`config.mk`:
```
export PLATFORM = sky130hd
export DESIGN_NAME = clmul_kpipe
export DESIGN_NICKNAME = d
export VERILOG_FILES = /design/src/rtl/clmul_kpipe.sv
export SDC_FILE = /design/constraint.sdc
export NUM_CORES = 1
export LEC_CHECK = 0
export CORE_MARGIN = 2
export CORE_UTILIZATION = 50
export CTS_BUF_LIST = sky130_fd_sc_hd__clkbuf_8
export CTS_CLUSTER_SIZE = 25
export DETAILED_ROUTE_END_ITERATION = 6
export GPL_TIMING_DRIVEN = 0
export PLACE_DENSITY_LB_ADDON = 0.15
export SKIP_CTS_REPAIR_TIMING = 1
export SYNTH_ARGS = -nofsm -noshare
export SYNTH_HDL_FRONTEND = slang
export SYNTH_SLANG_ARGS = --single-unit
```
`constraint.sdc`:
```
create_clock -name clk -period 2.95 [get_ports clk]
set_input_delay 0.295 -clock clk [delete_from_list [all_inputs] [get_ports clk]]
set_output_delay 0.295 -clock clk [all_outputs]
set_load 0.005 [all_outputs]
```
`src/rtl/clmul_kpipe.sv`:
```
// Pipelined Karatsuba carryless multiplier over GF(2)[x] with valid/ready handshake,
// sideband tag, and optional reduction modulo x^W + POLY.
module clmul_kpipe #(
    parameter int unsigned  W      = 16,
    parameter int unsigned  TAG_W  = 4,
    parameter int unsigned  REDUCE = 0,
    parameter logic [W-1:0] POLY   = 'h2B
) (
    input  logic             clk,
    input  logic             rst,
    input  logic             in_valid,
    output logic             in_ready,
    input  logic [W-1:0]     in_x,
    input  logic [W-1:0]     in_y,
    input  logic [TAG_W-1:0] in_tag,
    output logic             out_valid,
    input  logic             out_ready,
    output logic [2*W-1:0]   out_z,
    output logic [TAG_W-1:0] out_tag
);

    if ((W < 4) || ((W & (W - 1)) != 0)) begin : g_bad_w
        $fatal(1, "clmul_kpipe: W must be a power of two and at least 4");
    end

    localparam int unsigned LEVELS = $clog2(W / 4);
    localparam int unsigned STAGES = 2 + LEVELS + ((REDUCE != 0) ? 1 : 0);
    localparam int unsigned NLEAF  = 3 ** LEVELS;

    // Bit offset of tree level lvl in a flat bus holding 3^m nodes of width W>>m per level m.
    function automatic int unsigned op_off(input int unsigned lvl);
        int unsigned s;
        int unsigned n;
        s = 0;
        n = 1;
        for (int unsigned m = 0; m < lvl; m++) begin
            s = s + n * (W >> m);
            n = n * 3;
        end
        return s;
    endfunction

    localparam int unsigned PR_TOT   = 2 * op_off(LEVELS + 1);
    localparam int unsigned LEAF_OFF = 2 * op_off(LEVELS);

    function automatic logic [7:0] clmul4(input logic [3:0] a, input logic [3:0] b);
        logic [7:0] r;
        r = '0;
        for (int unsigned i = 0; i < 4; i++) begin
            if (b[i]) r = r ^ ({4'b0, a} << i);
        end
        return r;
    endfunction

    // Leaf operand for node idx: base-3 digits of idx, most significant first, pick lo/hi/lo^hi
    // at each split level, matching child order 3j, 3j+1, 3j+2 used by the combine tree.
    function automatic logic [3:0] leaf_op(input logic [W-1:0] v_in, input int unsigned idx);
        logic [W-1:0] v;
        logic [W-1:0] lo;
        logic [W-1:0] hi;
        logic [W-1:0] mask;
        int unsigned  w;
        int unsigned  p3;
        v  = v_in;
        w  = W;
        p3 = NLEAF / 3;
        for (int unsigned m = 0; m < LEVELS; m++) begin
            mask = {W{1'b1}} >> (W - w / 2);
            lo   = v & mask;
            hi   = (v >> (w / 2)) & mask;
            case ((idx / p3) % 3)
                0:       v = lo;
                1:       v = hi;
                default: v = lo ^ hi;
            endcase
            w  = w / 2;
            p3 = p3 / 3;
        end
        return v[3:0];
    endfunction

    function automatic logic [W-1:0] fold(input logic [2*W-1:0] p_in);
        logic [2*W-1:0] p;
        logic [2*W-1:0] poly_ext;
        p        = p_in;
        poly_ext = {{W{1'b0}}, POLY};
        for (int unsigned i = 2 * W - 1; i >= W; i--) begin
            if (p[i]) begin
                p    = p ^ (poly_ext << (i - W));
                p[i] = 1'b0;
            end
        end
        return p[W-1:0];
    endfunction

    logic             adv;
    logic [W-1:0]     x_q;
    logic [W-1:0]     y_q;
    logic [PR_TOT-1:0] p_d;
    logic [PR_TOT-1:0] p_q;
    logic             vld_q [STAGES];
    logic [TAG_W-1:0] tag_q [STAGES];

    assign out_valid = vld_q[STAGES-1];
    assign out_tag   = tag_q[STAGES-1];
    assign adv       = !out_valid || out_ready;
    assign in_ready  = adv;

    for (genvar j = 0; j < NLEAF; j++) begin : g_leaf
        assign p_d[LEAF_OFF + 8*j +: 8] = clmul4(leaf_op(x_q, j), leaf_op(y_q, j));
    end

    // Level l slice of p_q is built from level l+1 slice, so each level sits one stage later.
    for (genvar l = 0; l < LEVELS; l++) begin : g_comb
        localparam int unsigned WL = W >> l;
        localparam int unsigned H  = WL / 2;
        localparam int unsigned NL = 3 ** l;
        localparam int unsigned OA = 2 * op_off(l);
        localparam int unsigned OB = 2 * op_off(l + 1);
        for (genvar j = 0; j < NL; j++) begin : g_node
            logic [WL-1:0] z1;
            logic [WL-1:0] z2;
            logic [WL-1:0] z3;
            assign z1 = p_q[OB + (3*j)     * WL +: WL];
            assign z2 = p_q[OB + (3*j + 1) * WL +: WL];
            assign z3 = p_q[OB + (3*j + 2) * WL +: WL];
            assign p_d[OA + j * 2 * WL +: 2 * WL] =
                {z2, z1} ^ ({{WL{1'b0}}, z1 ^ z2 ^ z3} << H);
        end
    end

    always_ff @(posedge clk) begin
        if (rst) begin
            x_q <= '0;
            y_q <= '0;
            p_q <= '0;
            for (int unsigned i = 0; i < STAGES; i++) begin
                vld_q[i] <= 1'b0;
                tag_q[i] <= '0;
            end
        end else if (adv) begin
            x_q      <= in_x;
            y_q      <= in_y;
            p_q      <= p_d;
            vld_q[0] <= in_valid;
            tag_q[0] <= in_tag;
            for (int unsigned i = 1; i < STAGES; i++) begin
                vld_q[i] <= vld_q[i-1];
                tag_q[i] <= tag_q[i-1];
            end
        end
    end

    if (REDUCE != 0) begin : g_red
        logic [W-1:0] red_q;
        always_ff @(posedge clk) begin
            if (rst) begin
                red_q <= '0;
            end else if (adv) begin
                red_q <= fold(p_q[2*W-1:0]);
            end
        end
        assign out_z = {{W{1'b0}}, red_q};
    end else begin : g_full
        assign out_z = p_q[2*W-1:0];
    end

endmodule

```
After elaboration in Yosys (flattened, before gate mapping) --
Memories as Yosys holds them, arrays and structs flattened. Cells that the tools add are included.
Word-level totals: bits in registers 184, RAM bits 20, input bits 40, output and inout port bits 38, logic and storage cells 111, memories 2
Operators by class: muxes and demuxes 49, bitwise gates (word level) 55, reduce and logical (&&, ||, !) cells 2
Memory list:
- tag_q | words 4, bits a word 4, rd ports 4, clocked after memory_dff 0, wr ports 4, RTL line 102 | logic [TAG_W-1:0] tag_q [STAGES];
- vld_q | words 4, bits a word 1, rd ports 4, clocked after memory_dff 0, wr ports 4, RTL line 101 | logic vld_q [STAGES];
Operators by type and width (number):
- $mux W8 | 27
- $xor A8 B6 Y8 | 9
- $xor A8 B7 Y8 | 9
- $xor A8 B8 Y8 | 8
- $mux W4 | 13
- $xor A16 B12 Y16 | 3
- $xor A4 B5 Y5 | 9
- $xor A16 B16 Y16 | 2
- $xor A32 B24 Y32 | 1
- $xor A4 B4 Y4 | 6
- $mux W1 | 9
- $or A1 B1 Y1 | 8
- $logic_not A1 Y1 | 1
- $logic_or A1 B1 Y1 | 1

Longest topological paths before layout --
Gate-level depths: netlist of run 1.
depth after elaboration 9, gate-level depth with buffers 7, depth with buffers taken out 5

Least setup slack after synthesis of run 1 --
No wires, ideal clock.
path kind flip-flop to flip-flop, from mem vld_q[3][0], in the netlist vld_q[0][3], to mem tag_q[0][0] (enable), library setup time 400 ps, data arrival time 1399 ps, required time 2550 ps, path slack 1151 ps, cell stages (with the launch flop) 5, path buffers 2, period minus slack after synthesis 1799 ps, path through edfxtp_1 nor2b_1 clkbuf_1 clkbuf_1 nand2b_1
RTL lines (RTL line):
- start, declared | 101
- end, declared | 102

==> summary.txt, run 1 <==
Worst setup path
  – Critical path peak fanout: 10
  – Worst setup SP type: register
  – Crit path kind: register to register
  – CP startpoint: vld_q[0][3]$_DFFE_PP_
  – Crit path DAT: 3.01 ns
  – Reg-to-Reg Start: vld_q[0][3]$_DFFE_PP_
  – Worst Setup End Kind: register
  – CP required: roughly 3.4 ns

Detailed routing
  – Wire per inst: about 16 um
  – Antenna-violating nets left: 0
  – DR DRC count: 0
  – Vias per inst: about 5.0
  – Drt first pass iters: 5
  – Vias: between 7000 and 8000
  – Routed WL: about 24000 um
  – DRT iter0 DRCs: 418

Logic synthesis
  – Ys Warns: 0
  – Syn Nets: around 1200
  – Yosys cell types: 35
  – Top post-synthesis cells by area: dfxtp_1 (35%), xnor2_1 (14%), nand2_1 (9.7%)
  – Synth area leader: dfxtp_1
  – #FFs+latches synth: between 150 and 200
  – Avg Inst Size Synth: just under 9 sq um
  – Synth top area share: 0.353
  – Post-synthesis cell count: between 1000 and 1500
  – Async S/R FF share, synth: 0
  – Register area share after synthesis: 0.415
  – Post-synth EDFFs: 20
  – Mapped cell area: 0.00969 sq mm
  – Main synth FF type: dfxtp_1

Clocking
  – Sinks on Clock Net: 191
  – Total CTS buffers: 17
  – H-tree depth: 4
  – Clock root buffer: clkbuf_8
  – CTS Buffer Depth: 2
  – CTS clk-pin slew, worst paths: about 0.1 ns
  – Clock Latency Late Sink: ~0.48 ns
  – TritonCTS clock tree: built

Pwr
  – Static leakage: 4.08 nW
  – Logic pwr share: 0.239
  – Cell area power density: roughly 570 mW/mm^2
  – Maximum VDD drop: roughly 0.28 mV
  – Clk pwr share: 0.281
  – Switching portion of total power: 0.294
  – Int Pwr: between 0.004 and 0.005 W
  – Total power draw: about 0.0063 W
  – Psw: 0.00186 W
  – Flop pwr share: 0.480

Timing
  – RSZ-0062 raised after global routing: no
  – Final max-slew violation count: 0
  – Post-route clock skew: roughly 0.019 ns
  – Hold Vio Cnt, Final: 0
  – Fmax: roughly 390 MHz
  – Measured slew at the worst slew-check pin: about 0.92 ns
  – Total Neg Setup Slack: 0 ns
  – Final Cycle Share: 0.878
  – Final min period: 2.59 ns
  – Slew margin rel.: 0.385
  – # setup viols final: 0

Finish
  – # fillers: 1827
  – Final std cells w/o fill: between 1000 and 1500
  – Multi-input logic area: about 0.005 sq mm
  – Fin nets: 1251
  – Register cell area after layout: 0.00402 sq mm
  – Synth-to-layout area growth: 15.3%
  – Diode count: 0
  – Final Cell Area: approximately 0.011 sq mm
  – Post-Route Utilization: 0.592
  – Layout cells sized above 1: 0.0964

GRT
  – Global-route wire length before repair: ~38000 um
  – Vias in the first global route: 6906
  – Initial antenna violation count: 0
  – Largest net degree at the start of global routing: 21
  – Total Routing Usage GR: 0.241
  – Global route total overflow: 0

Floorplanning
  – Core Region: between 0.015 and 0.02 sq mm
  – Die span in y: 143 um
  – IO Pins: between 70 and 80
  – Die ar.: 0.0205 sq mm
  – Initial core utilization: 0.513
  – Chip width: approximately 140 um
  – Std cell rows: 50

Placed design
  – Hpwl dp: between 15000 and 20000 um
  – Dpl cells: ~1500
  – Area after DPL: around 0.011 sq mm
  – Port bufs: 76
  – GPL Wtd Cong: between 0.9 and 1

Flow run
  – Max-cap viol count: 0

Outcome
  – Status: finished, final reports clean

Min path
  – Hold Crit Class: primary input to register
  – Hold Crit Start: in_y[14]
critical path, stage by stage (launching register included):
cell and delay [ns]:
edfxtp_1 0.39, nor2b_1 0.14, clkbuf_1 0.22, clkinv_1 0.16
clkbuf_1 0.60, clkbuf_1 0.63, nand3_1 0.22, a21oi_1 0.17
routing by layer:
metal | vias up | global-route usage | wire length, um
li1 | 3752 | - | -
met1 | 3399 | 0.317 | 10700
met2 | 181 | 0.405 | 11400
met3 | 38 | 0.0419 | 1010
met4 | 0 | 0.0789 | 661
met5 | - | 0 | 0
power groups by stage:
stage / clock (W) / sequential (W) / combinational (W)
floorplan: 0 / 0.00304 / 0.00112
global placement: 0 / 0.00309 / 0.00149
detailed placement: 0 / 0.00310 / 0.00151
CTS: 0.00181 / 0.00304 / 0.00152
global route: 0.00191 / 0.00307 / 0.00164
finish: 0.00178 / 0.00304 / 0.00151
stage by stage:
| stage | hold WS [ns] | setup WS (ns) |
|---|---|---|
| final | 0.353 | 0.359 |
| after global routing | 0.358 | 0.247 |
| after CTS | 0.336 | -0.0674 |
| after detailed placement | 0.448 | 0.125 |
| after global placement | 0.442 | 0.132 |
| after floorplan | 0.432 | 1.15 |
sequential cells by signal (all words and copies together), names as in the netlist:
signal and count:
p_q 139, tag_q 16, vld_q 4, x_q 16
y_q 16
worst paths after layout:
kind                                        endpoint  slack (ns)  cells past startpoint
worst max-delay path            p_q[80]$_SDFFE_PP0N_        0.36                      7
worst min-delay path            y_q[14]$_SDFFE_PP0N_        0.35                      3
worst max register to register  p_q[80]$_SDFFE_PP0N_        0.36                      7
worst min register to register  p_q[28]$_SDFFE_PP0N_        0.46                      2
Yosys cell counts, types with 5 or more instances:
| cell type | number |
|---|---|
| buf_4 | 42 |
| xnor2_2 | 5 |
| edfxtp_1 | 20 |
| xor3_1 | 8 |
| buf_2 | 12 |
| nor3_1 | 8 |
| xor2_1 | 10 |
| xnor2_1 | 159 |
| a21oi_1 | 110 |
| buf_6 | 10 |
| a211oi_1 | 59 |
| nand3_1 | 10 |
| and2_1 | 20 |
| nor2_1 | 130 |
| clkbuf_1 | 54 |
| nand2_1 | 250 |
| xnor2_4 | 12 |
| dfxtp_1 | 171 |
placed cells by master (no fill, tap or decap), drive strengths merged, types with 10 or more instances in the layout:
cell type      count
and2              20
nand3             10
clkdlybuf4s50     76
dfxtp            171
a21oi            110
buf               66
a211oi            59
xnor2            176
nor2             130
clkbuf            74
xor2              12
edfxtp            20
nand2            250
final cells by class:
type / instances / share of cell area
sequential: 191 / 0.360
timing repair buffer: 76 / 0.0681
tap: 260 / 0.0291
inverter: 1 / 0.000336
buffer: 122 / 0.0658
clock buffer: 18 / 0.0222
multi-input combinational: 802 / 0.441
clock inverter: 14 / 0.0139
logic make-up after synthesis:
kind of cell | Yosys count | share of synthesized area
AO/OA/AOI/OAI | 177 | 0.110
XOR/XNOR | 198 | 0.223
buffers and inverters | 124 | 0.0767
flip-flops | 191 | 0.415
other | 1 | 0.000387
AND/OR/NAND/NOR | 426 | 0.175
No activity file was read; power rests on OpenSTA's default activity.
==> run 2: changes to the inputs <==
- CORE_MARGIN: 2 -> 5
- SETUP_SLACK_MARGIN: default -> 0.15
==> run 2 against run 1 <==
Effect of this change:
- fmax hardly changed
- utilization is 1.2 points lower
- total power is 0.87% lower
- global-route usage is 1.4 points lower
- largest power group unchanged
- register-to-register slack hardly changed
- sequential power hardly changed
- critical path depth stayed put
- sequential share of layout area hardly changed
- clock skew is 0.0059 ns lower
- via count hardly changed
==> summary.txt, run 2 (synthesis gave the netlist of run 1 again) <==
GRT
  – Initial antenna violation count: 0 (unchanged)
  – GRT met1 Usage: 0.298 (-0.0190)
  – Vias in the first global route: 7053 (+2.1%)
  – GRT busiest layer: met2
  – Global-route wire length before repair: 38900 um (+3.2%)
  – Global route total overflow: 0 (unchanged)
  – Total Routing Usage GR: 0.228 (-0.0138)
  – Largest net degree at the start of global routing: 21 (unchanged)
  – GRT met3 Usage: 0.0349 (-0.00697)
  – M2 GR Usage: 0.371 (-0.0338)

Floorplanning
  – Core Region: 0.0193 sq mm (+2.0%)
  – Chip width: 149 um (+4.2%)
  – Std cell rows: 51 (+2.0%)
  – Die ar.: 0.0223 sq mm (+8.6%)
  – Die span in y: 149 um (+4.2%)
  – IO Pins: 78 (unchanged)
  – Initial core utilization: 0.503 (-0.0101)

Timing
  – Final max-slew violation count: 0 (unchanged)
  – Slew margin rel.: 0.380 (-0.00469)
  – # setup viols final: 0 (unchanged)
  – Measured slew at the worst slew-check pin: 0.930 ns (+0.00703 ns)
  – Final min period: 2.59 ns (+0.00231 ns)
  – Total Neg Setup Slack: 0 ns (unchanged)
  – Final Cycle Share: 0.879 (about the same)
  – Post-route clock skew: 0.0135 ns (-0.00585 ns)
  – RSZ-0062 raised after global routing: no
  – Fmax: 386 MHz (about the same)
  – Hold Vio Cnt, Final: 0 (unchanged)

Clocking
  – TritonCTS clock tree: built
  – Clock root buffer: clkbuf_8
  – H-tree depth: 4 (unchanged)
  – Sinks on Clock Net: 191 (unchanged)
  – Total CTS buffers: 17 (unchanged)
  – CTS clk-pin slew, worst paths: 0.11 ns (about the same)
  – Clock Latency Late Sink: 0.47 ns (about the same)
  – CTS Buffer Depth: 2 (unchanged)

Detailed routing
  – Vias: 7372 (+0.027%)
  – DR DRC count: 0 (unchanged)
  – Vias per inst: 4.95 (-0.31%)
  – Routed WL: 24600 um (+3.5%)
  – Wire per inst: 16.5 um (+3.1%)
  – Antenna-violating nets left: 0 (unchanged)
  – Drt first pass iters: 5 (unchanged)
  – DRT iter0 DRCs: 484 (+16%)

Pwr
  – Static leakage: 4.06 nW (-0.53%)
  – Cell area power density: 562 mW/mm^2 (-0.82%)
  – Maximum VDD drop: 0.391 mV (+39%)
  – Total power draw: 0.00628 W (-0.87%)

Placed design
  – GPL Wtd Cong: 0.891 (-4.8%)
  – Area after DPL: 0.0108 sq mm (about the same)
  – Dpl cells: 1458 (+0.34%)
  – Port bufs: 76 (unchanged)
  – Hpwl dp: 18900 um (+3.1%)

Finish
  – Layout cells sized above 1: 0.0972 (+0.000817)
  – Most common cell after layout, fill and taps aside: nand2_1
  – Post-Route Utilization: 0.580 (-0.0119)
  – Final std cells w/o fill: 1489 (+0.34%)
  – Final Cell Area: 0.0112 sq mm (about the same)
  – Synth-to-layout area growth: 15.3% (about the same)
  – Max reg flops: 139 (unchanged)
  – Diode count: 0 (unchanged)
  – Commonest cells after routing, fill and taps aside: nand2_1 (250), dfxtp_1 (171), xnor2_1 (159), nor2_1 (130), a21oi_1 (110)
  – Reg with most FFs: p_q
  – Fin nets: 1251 (unchanged)

Min path
  – Hold Crit Class: primary input to register
  – Hold Crit Start: in_x[8]

Worst setup path
  – Critical path peak fanout: 10 (unchanged)
  – Worst Setup End Kind: register
  – Reg-to-Reg Start: vld_q[0][3]$_DFFE_PP_
  – CP required: 3.34 ns (-0.02 ns)
  – CP startpoint: vld_q[0][3]$_DFFE_PP_
  – CP dominant cell by count: clkbuf_1
  – Crit path kind: register to register
  – CP cell instances: nor2b_1, clkbuf_2, clkinv_1, clkbuf_1, clkbuf_1, nand3_1, a21oi_1
  – Worst setup SP type: register
  – Crit path DAT: 2.99 ns (-0.02 ns)
  – Slowest CP cell: clkbuf_1
  – Slowest Stage Delay on Critical Path: 0.62 ns (about the same)

Outcome
  – Status: finished, final reports clean

Flow run
  – Max-cap viol count: 0 (unchanged)
[run 2: changes by cell type in the layout (fill, tap and decap cells not counted)]
cell        previous run  this run
clkinv_2               1         0
clkbuf_2               0         1
clkinv_4               2         3
clkinv_8               0         2
clkbuf_8              21        20
inv_6                  4         3
clkinvlp_4             1         3
bufinv_16              2         1
inv_1                  2         0
clkbuf_1              53        52
inv_8                  2         1
clkinv_1               1         3
[run 2: metal layers]
metal | routed length [um] | vias to the layer above
li1 | - | 3752
met1 | 11000 | 3336
met2 | 11300 | 225
met3 | 1250 | 59
met4 | 1050 | 0
met5 | 0 | -
[run 2: stage by stage]
stage	hold slack, ns	worst slack (ns)
2_1_floorplan	0.432	1.15
3_3_place_gp	0.440	0.0348
3_5_place_dp	0.448	0.0202
4_1_cts	0.344	-0.0954
5_1_grt	0.351	0.172
6_report	0.357	0.356
[run 2: final timing paths]
path                               end  slack [ns]  depth (start not counted)
hold reg to reg    p_q[7]$_SDFFE_PP0N_        0.46                          2
setup / recovery  p_q[80]$_SDFFE_PP0N_        0.36                          7
setup reg to reg  p_q[80]$_SDFFE_PP0N_        0.36                          7
hold / removal     x_q[8]$_SDFFE_PP0N_        0.36                          3
[run 2: cell type report]
type	count	area (sq um)
fillers	1863	8100
multi-input cells	802	4930
flip-flops and latches	191	4020
repair buffers	76	761
plain buffers	122	737
well taps	265	332
clock buffers	17	234
clock inverters	15	156
inverters	1	3.75
[run 2: worst max-delay path, delay by kind of cell (launching register included)]
kind / cells / cell delay (ns)
flip-flops: 1 / 0.39
buffers and inverters: 4 / 1.57
AND/OR/NAND/NOR: 2 / 0.37
AO/OA/AOI/OAI: 1 / 0.18
[run 2: where the power goes]
part           leakage (nW)  internal, W  switching [W]
combinational          2.23     0.000814       0.000733
sequential             1.64      0.00287       0.000162
clock                 0.186     0.000692        0.00102
